### src/rtl/mips_pkg.sv
// Shared types and constants for the instruction fetch/decode path.
package mips_pkg;

   localparam int INS_W  = 32;
   localparam int ADDR_W = 16;

   // Decode treats an all-zero word as a no-operation.
   localparam logic [INS_W-1:0] NOP_INS = 32'h0000_0000;

   // One buffered fetch: address in the upper bits, instruction word below.
   typedef struct packed {
      logic [ADDR_W-1:0] addr;
      logic [INS_W-1:0]  ins;
   } pq_entry_t;

endpackage

### src/rtl/pq_storage.sv
// Entry array for the prefetch queue: one synchronous write port,
// one asynchronous read port, no reset (contents are only ever read
// through an occupied slot).
module pq_storage
   import mips_pkg::*;
#(
   parameter int DEPTH = 4,
   parameter int PTR_W = $clog2(DEPTH)
) (
   input  logic                      clk,
   input  logic                      we,
   input  logic [PTR_W-1:0]          waddr,
   input  logic [ADDR_W+INS_W-1:0]   wdata,
   input  logic [PTR_W-1:0]          raddr,
   output logic [ADDR_W+INS_W-1:0]   rdata
);

   pq_entry_t mem [DEPTH];

   // Write the incoming fetch into its slot.
   always_ff @(posedge clk) begin
      if (we) begin
         mem[waddr] <= pq_entry_t'(wdata);
      end
   end

   // Head slot is visible without a clock edge.
   always_comb begin
      rdata = mem[raddr];
   end

endmodule

### src/rtl/instr_prefetch_queue.sv
// Instruction prefetch queue between program memory and decode.
// Circular buffer with read/write pointers and an occupancy counter;
// flush discards everything in one cycle, reset outranks flush.
// Optional feature: define PREFETCH_BYPASS_EN to forward a fetch
// straight to decode when the queue is empty and decode can take it.
module instr_prefetch_queue
   import mips_pkg::*;
#(
   parameter int DEPTH = 4,
   parameter int PTR_W = $clog2(DEPTH)
) (
   input  logic              clk,
   input  logic              reset,
   input  logic [31:0]       pm_ins,
   input  logic [15:0]       pm_addr,
   input  logic              pm_valid,
   output logic              pm_ready,
   input  logic              stall,
   input  logic              flush,
   output logic [31:0]       ins,
   output logic [15:0]       ins_addr,
   output logic              ins_valid,
   output logic [PTR_W:0]    count
);

   localparam logic [PTR_W:0] FULL_CNT = (PTR_W+1)'(DEPTH);

   logic [PTR_W-1:0] wr_ptr;
   logic [PTR_W-1:0] rd_ptr;
   logic [PTR_W:0]   cnt;
   logic             head_valid;
   logic             push;
   logic             pop;
   pq_entry_t        wr_entry;
   pq_entry_t        rd_entry;

   assign head_valid = (cnt != '0);
   assign wr_entry   = '{addr: pm_addr, ins: pm_ins};

   // Ready depends only on registered occupancy, never on stall.
   assign pm_ready = (cnt != FULL_CNT);

`ifdef PREFETCH_BYPASS_EN
   logic bypass_take;

   // Empty queue with a fetch decode can consume: hand it over directly.
   assign bypass_take = !head_valid && pm_valid && !stall && !flush;
   assign push        = pm_valid && pm_ready && !flush && !bypass_take;
`else
   assign push        = pm_valid && pm_ready && !flush;
`endif

   // Pop only from a real stored entry; a bypassed word never occupies a slot.
   assign pop = head_valid && !stall && !flush;

   pq_storage #(
      .DEPTH (DEPTH),
      .PTR_W (PTR_W)
   ) u_storage (
      .clk   (clk),
      .we    (push && !reset),
      .waddr (wr_ptr),
      .wdata (wr_entry),
      .raddr (rd_ptr),
      .rdata (rd_entry)
   );

   // Pointer and occupancy update; reset, then flush, then push/pop.
   always_ff @(posedge clk) begin
      if (reset) begin
         wr_ptr <= '0;
         rd_ptr <= '0;
         cnt    <= '0;
      end else if (flush) begin
         wr_ptr <= '0;
         rd_ptr <= '0;
         cnt    <= '0;
      end else begin
         if (push) begin
            wr_ptr <= wr_ptr + 1'b1;
         end
         if (pop) begin
            rd_ptr <= rd_ptr + 1'b1;
         end
         case ({push, pop})
            2'b10:   cnt <= cnt + 1'b1;
            2'b01:   cnt <= cnt - 1'b1;
            default: cnt <= cnt;
         endcase
      end
   end

   // Head presented to decode; NOP and zero address whenever nothing is valid.
   always_comb begin
      ins       = NOP_INS;
      ins_addr  = '0;
      ins_valid = 1'b0;
      if (head_valid) begin
         ins       = rd_entry.ins;
         ins_addr  = rd_entry.addr;
         ins_valid = 1'b1;
      end
`ifdef PREFETCH_BYPASS_EN
      else if (bypass_take) begin
         ins       = pm_ins;
         ins_addr  = pm_addr;
         ins_valid = 1'b1;
      end
`endif
   end

   assign count = cnt;

endmodule

### config.mk
export PLATFORM = sky130hd
export DESIGN_NAME = instr_prefetch_queue
export DESIGN_NICKNAME = d
export VERILOG_FILES = /design/src/rtl/mips_pkg.sv /design/src/rtl/pq_storage.sv /design/src/rtl/instr_prefetch_queue.sv
export SDC_FILE = /design/constraint.sdc
export NUM_CORES = 1
export LEC_CHECK = 0
export ABC_AREA = 1
export CORE_UTILIZATION = 30
export DETAILED_ROUTE_END_ITERATION = 10
export GPL_ROUTABILITY_DRIVEN = 0
export HOLD_SLACK_MARGIN = 0.12
export PLACE_DENSITY = 0.51
export SLEW_MARGIN = 10
export SYNTH_ARGS = -nofsm -noshare
export SYNTH_HDL_FRONTEND = slang
export SYNTH_SLANG_ARGS = --single-unit
### constraint.sdc
create_clock -name clk -period 8.8 [get_ports clk]
set_clock_uncertainty 0.05 [all_clocks]
set_input_delay 1.76 -clock clk [delete_from_list [all_inputs] [get_ports clk]]
set_output_delay 1.76 -clock clk [all_outputs]
set_load 0.1 [all_outputs]
==> results.ini, run 1 <==
[final_layout]
fin_nets = 801
drive_above_1_share_pct = 6.614
area_delta_synth_final_pct = 25.81
num_antenna_cells = 0

[timing]
grt_setup_unrepaired = no
fin_crit_sh_pct = 62.31
max_freq_mhz = 182.4
worst_pin_slew_ns = 1.116
maxSlewHeadroom_pct = 25.59
hold_viol = 0
drv_slew = 0
period_minus_slack_ns = 5.483
finalSetupViolCount = 0
setup-tns-final_ns = 0

[clock_tree]
clk_pin_slew_worst_paths_ns = 0.06
hold_buffers = 0
cts_tree = built
numCtsBuffers = 23
cts_buffer_depth = 3
clkSinkCount = 201
insertion_delay_ns = 0.49
cts_max_level = 1
cts_root_buf = clkbuf_16
cts_setup_buffers = 0
cts_resized = 0

[floorplan]
rows = 59
coreArea_sq_um = 25980
io_pins = 106
die_w_microns = 164.7
fp.dieH_microns = 164.7
start_util_pct = 30.56
die-area_sq_um = 27120

[routing]
drt_first_pass_iters = 4
wire_per_inst_microns = 16.49
drt-vias-per-instance = 4.554
via_count = 4968
ant_nets = 0
route.detailed.drc = 0
routed_wirelength_mm = 17.99
drt_iter0_drc = 236

[synth]
ys_async_sr_fraction_pct = 0
synthFlopType = edfxtp_1
synth_seq_cells = 201
syn_nets = 700
synth_edf_count = 192
avgSynthCellArea_sq_um = 12.39
yosysSeqAreaShare_pct = 74.88
netlist_top_cells_count = nor2_1 (205), edfxtp_1 (192), o21ai_0 (57)
synth_most_common_cell = nor2_1
syn_area_sq_um = 7940
synth_top_area_cell = edfxtp_1
ys_types = 18
yosysWarningCount = 0
syn_inst = 641
synth_area_leaders = edfxtp_1 (73%), nor2_1 (9.7%), o21ai_0 (3.6%)
synth_top_area_share_pct = 72.61

[pwr]
peakVddDrop_mv = 0.09175
p_per_area_nw_per_um2 = 213.4
p_total_uw = 2132
power.leakage_uw = 0.003311

[critical_path]
cp.required_ns = 6.99
arrival_ns = 3.67
crit_path_max_fanout = 49
critPathKind = register to primary output
worst_setup_path_end_kind = primary output
start_kind = register

[global_route]
met3_usage_pct = 2.813
grtUsageMet2_pct = 21.35
grt_pass1_vias = 4815
gr-usage-all-layers_pct = 13.29
gr-total-overflow = 0
grt_pass1_wl_mm = 27.45
busiest_layer = met2
grt_max_degree = 97
use_met1_pct = 18.32
antenna_found_initial = 0

[status]
outcome = completed

[place]
hpwl_mm = 9.601
placement.io_buffers = 105

[run]
cap_viol_max_count = 0

[hold_path]
hp-class = register to register

==> metrics by stage <==
stage | instance area [sq um] | hold WS (ns) | setup WS (ns) | utilization (%) | std cells
floorplan | 7940 | 0.4143 | 3.476 | - | 641
global placement | 9281 | 0.4415 | 3.763 | 35.72 | 1052
detailed placement | 9281 | 0.4382 | 3.732 | 35.72 | 1052
CTS | 9990 | 0.4563 | 3.194 | 38.44 | 1091
global route | 9990 | 0.4818 | 3.015 | 38.44 | 1091
finish | 9990 | 0.4495 | 3.317 | 38.44 | 1091
==> path summary, 6_finish.rpt <==
kind	from	cells past startpoint	to	slack, ns
worst max-delay path	register	6	ins[31]	3.32
worst min-delay path	count[0]$_SDFFE_PP0P_	2	count[0]$_SDFFE_PP0P_	0.45
worst max register to register	count[1]$_SDFFE_PP0P_	6	u_storage.mem[2][45]$_DFFE_PP_	6.19
worst min register to register	count[0]$_SDFFE_PP0P_	2	count[0]$_SDFFE_PP0P_	0.45
==> registers in the layout (all words and copies together), names as in the netlist, named ones only <==
signal and count:
u_storage.mem 192, count 3, rd_ptr 2, wr_ptr 2
==> critical path, stage by stage (launching register included) <==
cell and delay [ns]:
dfxtp_2 0.31, buf_4 0.50, inv_2 0.60, nor2_1 0.21
o21ai_0 0.10, a21oi_1 0.26, clkdlybuf4s50_1 1.19
==> cells by family (layout without fill, tap and decap cells) <==
family	after synthesis	after routing	share of synthesized area (%)
and+or+nand+nor	228	228	10.95
buffers and inverters	56	171	3.671
DFF	201	201	74.88
adders and majority gates	6	6	1.040
AOI/OAI and AO/OA	150	150	9.455
==> per-layer routing <==
metal / routed length (microns) / vias to the layer above
met5: 0 / -
met4: 269 / 0
met3: 1074 / 21
met2: 8341 / 118
met1: 8300 / 2388
li1: - / 2441
==> power by group <==
part           leakage, uW  switching (uW)  total, uW  internal, uW
clock network     0.000343             361        899           538
registers          0.00181            2.22       1060          1060
logic              0.00116             128        175          47.0
total              0.00331             491       2130          1640
==> area by class of cell <==
cell class,instances,area [sq um]
clock buffer,27,590.6
tap,335,419.2
inverter,20,75.07
sequential,201,5951
timing repair buffer,112,1104
multi-input combinational,384,1733
clock inverter,12,117.6
fill,2461,16000
==> layout by cell type (no fill, tap or decap), types with 4 or more instances in the layout <==
cell type / n
nand3_1: 5
clkdlybuf4s50_1: 105
buf_4: 7
o21ai_1: 40
inv_1: 17
nand2_1: 15
nor2_4: 4
clkbuf_1: 4
nor2_1: 201
o21ai_0: 57
clkinv_2: 4
ha_1: 5
a21oi_1: 53
dfxtp_1: 7
edfxtp_1: 192
clkbuf_16: 23
No activity file was read; power rests on OpenSTA's default activity.
==> inputs of run 2 (changes only) <==
--- a/config.mk
+++ b/config.mk
@@ -10,7 +10,7 @@
 export DETAILED_ROUTE_END_ITERATION = 10
 export GPL_ROUTABILITY_DRIVEN = 0
 export HOLD_SLACK_MARGIN = 0.12
-export PLACE_DENSITY = 0.51
+export PLACE_DENSITY = 0.52
 export SLEW_MARGIN = 10
 export SYNTH_ARGS = -nofsm -noshare
 export SYNTH_HDL_FRONTEND = slang
==> constraint.sdc (replaced) <==
create_clock -name clk -period 4.5 [get_ports clk]
set_clock_uncertainty 0.05 [all_clocks]
set_input_delay 0.9 -clock clk [delete_from_list [all_inputs] [get_ports clk]]
set_output_delay 0.9 -clock clk [all_outputs]
set_load 0.1 [all_outputs]
==> run 2 against run 1 <==
- largest cell class unchanged
- final cell count is essentially flat
- highest routed layer unchanged
- register-to-register slack lost 3.9 ns
- sequential power grew 95%
- combinational power grew 92%
- wire length shrank 2.0%
- flip-flop and latch count is the same
- clock power grew 84%
- critical path type unchanged
==> results.ini, run 2 (synthesis gave the netlist of run 1 again) <==
[floorplan]
io_pins = 106  ; unchanged
die-area_sq_um = 27120  ; unchanged
fp.dieH_microns = 164.7  ; unchanged
start_util_pct = 30.56  ; unchanged
coreArea_sq_um = 25980  ; unchanged
rows = 59  ; unchanged
die_w_microns = 164.7  ; unchanged

[clock_tree]
cts_buffer_depth = 3  ; unchanged
cts_setup_buffers = 0  ; unchanged
hold_buffers = 0  ; unchanged
cts_max_level = 1  ; unchanged
insertion_delay_ns = 0.48  ; about the same
numCtsBuffers = 22  ; -4.3%
cts_tree = built
clk_pin_slew_worst_paths_ns = 0.06  ; about the same
clkSinkCount = 201  ; unchanged
cts_root_buf = clkbuf_16
cts_resized = 0  ; unchanged

[critical_path]
worst-path-buf-inv = 2  ; -1
crit_path_max_fanout = 64  ; +31%
max_stage_delay_ns = 0.61  ; -0.58 ns
critPathKind = register to primary output
cp_top_family = buffers and inverters
cp.required_ns = 3.55  ; -3.44 ns
start_kind = register
slowest_stage = buf_4
arrival_ns = 2.75  ; -0.92 ns
worst_setup_path_end_kind = primary output
crit_chain = buf_4 > nor2_1 > nor2_1 > o21ai_0 > a21oi_1 > buf_4

[pwr]
p_total_uw = 4056  ; +90%
p_per_area_nw_per_um2 = 410.9  ; +93%
peakVddDrop_mv = 0.1820  ; +98%
power.leakage_uw = 0.003394  ; +2.5%

[final_layout]
regArea_sq_um = 5951  ; unchanged
area_delta_synth_final_pct = 24.30
fin_nets = 801  ; unchanged
drive_above_1_share_pct = 12.30  ; +5.7 points
layout_commonest_cell = nor2_1
multi_input_area_sq_um = 1733  ; unchanged
fin_area_sq_um = 9869  ; -1.2%
fin_util_pct = 37.98  ; -0.46 points
top_register = u_storage.mem
largest_reg_flops = 192  ; unchanged
layout_common_cells = nor2_1 (201), edfxtp_1 (192), o21ai_0 (57), clkdlybuf4s50_1 (57)
n_fill_cell = 2502  ; +1.7%

[global_route]
gr-usage-all-layers_pct = 13.25  ; -0.042 points
grt_pass1_vias = 5088  ; +5.7%
antenna_found_initial = 1  ; +1
grt_pass1_wl_mm = 27.54  ; +0.32%
gr-total-overflow = 0  ; unchanged
grt_max_degree = 65  ; -33%

[status]
outcome = completed

[timing]
setup-tns-final_ns = 0  ; unchanged
fin_crit_sh_pct = 82.15
max_freq_mhz = 270.5
worst_pin_slew_ns = 1.002  ; -0.1145 ns
finalSetupViolCount = 0  ; unchanged
drv_slew = 0  ; unchanged
grt_setup_unrepaired = no
hold_viol = 0  ; unchanged
maxSlewHeadroom_pct = 33.12  ; +7.5 points
period_minus_slack_ns = 3.697
setup_slack_ns = 0.8035  ; -2.514 ns

[routing]
route.met3.wl_mm = 1.081  ; +0.65%
via_count = 4960  ; -0.16%
routed_wirelength_mm = 17.62  ; -2.0%
drt-vias-per-instance = 4.542  ; -0.25%
drt_iter0_drc = 299  ; +27%
wire_per_inst_microns = 16.14  ; -2.1%
wl_met1_mm = 8.064  ; -2.8%
drt_first_pass_iters = 5  ; +1
route.met2.wl_mm = 8.268  ; -0.88%
ant_nets = 0  ; unchanged
route.detailed.drc = 0  ; unchanged
routed.top_layer = met4

[hold_path]
hp-class = register to register

[place]
placement.io_buffers = 105  ; unchanged
place_area_sq_um = 9206  ; -0.81%
place_ws_ns = 1.234  ; -2.498 ns
hpwl_mm = 10.26  ; +6.9%

[run]
cap_viol_max_count = 0  ; unchanged

run 2: stage by stage:
step	hold slack [ns]	std cells
after floorplan	0.4143	641
after detailed placement	0.4456	1053
after global routing	0.4642	1091
after CTS	0.4554	1091
after global placement	0.4440	1053
final	0.4529	1092
run 2: report_power, final:
group	leakage [uW]	internal [uW]	switching (uW)	total, uW
combinational	0.00126	86.0	250	336
clock	0.000321	986	662	1650
sequential	0.00181	2070	5.52	2070
total	0.00339	3140	917	4060
run 2: area by class of cell:
class,count,area share (%)
sequential,201,60.29
multi-input combinational,384,17.56
timing repair buffer,113,10.42
clock buffer,30,6.098
tap,335,4.247
inverter,20,0.7606
clock inverter,8,0.5958
antenna,1,0.02535
run 2: path summary, 6_finish.rpt:
path	end	cells after the start	slack, ns	start
setup / recovery	ins[31]	6	0.80	register
hold / removal	register	2	0.45	rd_ptr[1]$_SDFFE_PP0P_
setup reg to reg	u_storage.mem[3][42]$_DFFE_PP_	6	2.32	count[0]$_SDFFE_PP0P_
hold reg to reg	register	2	0.45	rd_ptr[1]$_SDFFE_PP0P_
run 2: worst reg2reg max path, cell delays in order (launching register included):
cell and delay, ns:
dfxtp_1 0.38, nor2_1 0.09, nand2_2 0.09, nand2_1 0.10
or2_1 0.37, nor2_4 0.44, buf_12 0.31
run 2: per-layer routing:
layer | GRT usage [%] | vias to the layer above
met2 | 21.39 | 108
met1 | 17.94 | 2391
li1 | - | 2444
met3 | 3.164 | 17
met5 | 0 | -
met4 | 3.169 | 0
==> inputs of run 3 (changes only) <==
==> constraint.sdc (replaced) <==
create_clock -name clk -period 3.1 [get_ports clk]
set_clock_uncertainty 0.05 [all_clocks]
set_input_delay 0.62 -clock clk [delete_from_list [all_inputs] [get_ports clk]]
set_output_delay 0.62 -clock clk [all_outputs]
set_load 0.1 [all_outputs]
==> run 3 against run 2 <==
- combinational power increased by 94%
- critical path depth decreased by 1
- register-to-register slack got worse by 1.1 ns
- cell area increased by 13%
- critical endpoint is now ins[5]
- largest power group unchanged
- highest routed layer is now met5
==> results.ini, run 3 (synthesis gave the netlist of run 1 again) <==
[clock_tree]
cts_resized = 0  ; unchanged
cts_buffer_depth = 3  ; unchanged
clkSinkCount = 201  ; unchanged
hold_buffers = 0  ; unchanged
cts_tree = built
clk_pin_slew_worst_paths_ns = 0.06  ; about the same
cts_setup_buffers = 0  ; unchanged
insertion_delay_ns = 0.48  ; about the same
cts_root_buf = clkbuf_16
cts_max_level = 1  ; unchanged
numCtsBuffers = 22  ; unchanged

[final_layout]
post_layout_nonfiller_instances = 1103  ; +1.0%
n_fill_cell = 2404  ; -3.9%
area_delta_synth_final_pct = 40.72
multi_input_area_sq_um = 2273  ; +31%
fin_nets = 810  ; +1.1%
layout_commonest_cell = nor2_1
drive_above_1_share_pct = 20.86  ; +8.6 points
layout_common_cells = nor2_1 (201), edfxtp_1 (192), o21ai_0 (57)
largest_reg_flops = 192  ; unchanged
top_register = u_storage.mem
regArea_sq_um = 5954  ; about the same

[run]
cap_viol_max_count = 0  ; unchanged

[timing]
max_freq_mhz = 338.5
drv_slew = 0  ; unchanged
grt_setup_unrepaired = no
period_minus_slack_ns = 2.954
maxSlewHeadroom_pct = 57.68  ; +25 points
hold_viol = 0  ; unchanged
worst_pin_slew_ns = 0.6339  ; -0.3678 ns
finalSetupViolCount = 0  ; unchanged
fin_crit_sh_pct = 95.29
setup-tns-final_ns = 0  ; unchanged

[routing]
route.detailed.drc = 0  ; unchanged
via_count = 4988  ; +0.56%
drt-vias-per-instance = 4.522  ; -0.44%
routed_wirelength_mm = 18.00  ; +2.1%
ant_nets = 0  ; unchanged
drt_first_pass_iters = 6  ; +1
drt_iter0_drc = 285  ; -4.7%
wire_per_inst_microns = 16.32  ; +1.1%

[floorplan]
start_util_pct = 30.56  ; unchanged
io_pins = 106  ; unchanged
rows = 59  ; unchanged
die-area_sq_um = 27120  ; unchanged
fp.dieH_microns = 164.7  ; unchanged
die_w_microns = 164.7  ; unchanged
coreArea_sq_um = 25980  ; unchanged

[global_route]
gr-total-overflow = 0  ; unchanged
grt_pass1_vias = 4899  ; -3.7%
grt_max_degree = 97  ; +49%
antenna_found_initial = 2  ; +1
grt_pass1_wl_mm = 27.88  ; +1.2%
gr-usage-all-layers_pct = 13.47  ; +0.22 points

[place]
placement.io_buffers = 105  ; unchanged
place_inst = 1062  ; +0.85%
hpwl_mm = 10.98  ; +7.0%

[pwr]
internal-power_uw = 4748  ; +51%
power_frac_comb_pct = 10.6  ; +2.3 points
seqPwrFrac_pct = 48.8  ; -2.3 points
swShare_pct = 22.86  ; +0.24 points
power.leakage_uw = 0.003660  ; +7.8%
p_per_area_nw_per_um2 = 550.8  ; +34%
p_sw_uw = 1407  ; +53%
peakVddDrop_mv = 0.3125  ; +72%
clkPwrFrac_pct = 40.6  ; about the same
p_total_uw = 6155  ; +52%

[critical_path]
crit_path_max_fanout = 33  ; -48%
timing.rr.end = u_storage.mem[1][38]$_DFFE_PP_
arrival_ns = 2.28  ; -0.47 ns
critPathKind = register to primary output
worst_setup_path_end_kind = primary output
r2r_start = count[1]$_SDFFE_PP0P_
r2r_cells = 6  ; unchanged
r2r_setup_slack_ns = 1.18  ; -1.14 ns
cp.required_ns = 2.43  ; -1.12 ns
start_kind = register

[hold_path]
min_to = count[0]$_SDFFE_PP0P_
min_from = count[0]$_SDFFE_PP0P_
hp-class = register to register
holdPathStages = 2  ; unchanged

[status]
outcome = completed

run 3: cell types whose count changed in the layout (fill, tap and decap cells not counted), sizes merged:
cell           previous run  this run
buf                      56        70
bufinv                    1         2
clkdlybuf4s50            57        52
clkinv                    7         8
run 3: power by group through the flow:
| stage | clock network, uW | registers [uW] | logic [uW] |
|---|---|---|---|
| global route | 2670 | 3010 | 681 |
| floorplan | 0 | 3070 | 368 |
| global placement | 0 | 3060 | 657 |
| detailed placement | 0 | 3060 | 658 |
| CTS | 2570 | 3010 | 660 |
| finish | 2500 | 3010 | 651 |
run 3: area by class of cell:
type / instances / share of cell area, %
Clock inverter: 10 / 0.8735
Sequential cell: 201 / 53.29
Inverter: 20 / 0.6943
Multi-Input combinational cell: 384 / 20.35
Antenna cell: 1 / 0.02240
Timing Repair Buffer: 122 / 15.63
Tap cell: 335 / 3.751
Clock buffer: 30 / 5.386
run 3: stage by stage:
stage	setup slack (ns)	util, %	area, sq um	hold WS, ns
CTS	0.07123	42.99	11170	0.4445
finish	0.1461	43.00	11170	0.4392
global route	0.02371	42.99	11170	0.4759
floorplan	0.03798	-	8514	0.4143
global placement	0.3738	40.30	10470	0.4311
detailed placement	0.3431	40.30	10470	0.4311
run 3: metal layers:
layer | GRT usage [%] | routed length (microns) | vias up
met4 | 2.711 | 184 | 2
met2 | 20.63 | 7921 | 118
li1 | - | - | 2470
met3 | 2.788 | 1185 | 24
met1 | 19.68 | 8689 | 2374
met5 | 0 | 15 | -
run 3: worst max-delay path, stage by stage (launching register included):
cell	delay (ns)
dfxtp_4	0.35
inv_2	0.33
buf_4	0.42
o21ai_0	0.25
a21oi_4	0.24
buf_12	0.19
run 3: worst max path at each step:
stage	from	cells past startpoint	slack, ns	to
6_report	register	5	0.15	ins[5]
3_3_place_gp	pm_valid	7	0.37	u_storage.mem[1][27]$_DFFE_PP_
4_1_cts	register	5	0.07	ins[2]
3_5_place_dp	pm_valid	7	0.34	u_storage.mem[1][27]$_DFFE_PP_
2_1_floorplan	count[1]$_SDFFE_PP0P_	5	0.04	u_storage.mem[0][0]$_DFFE_PP_
5_1_grt	register	5	0.02	ins[2]
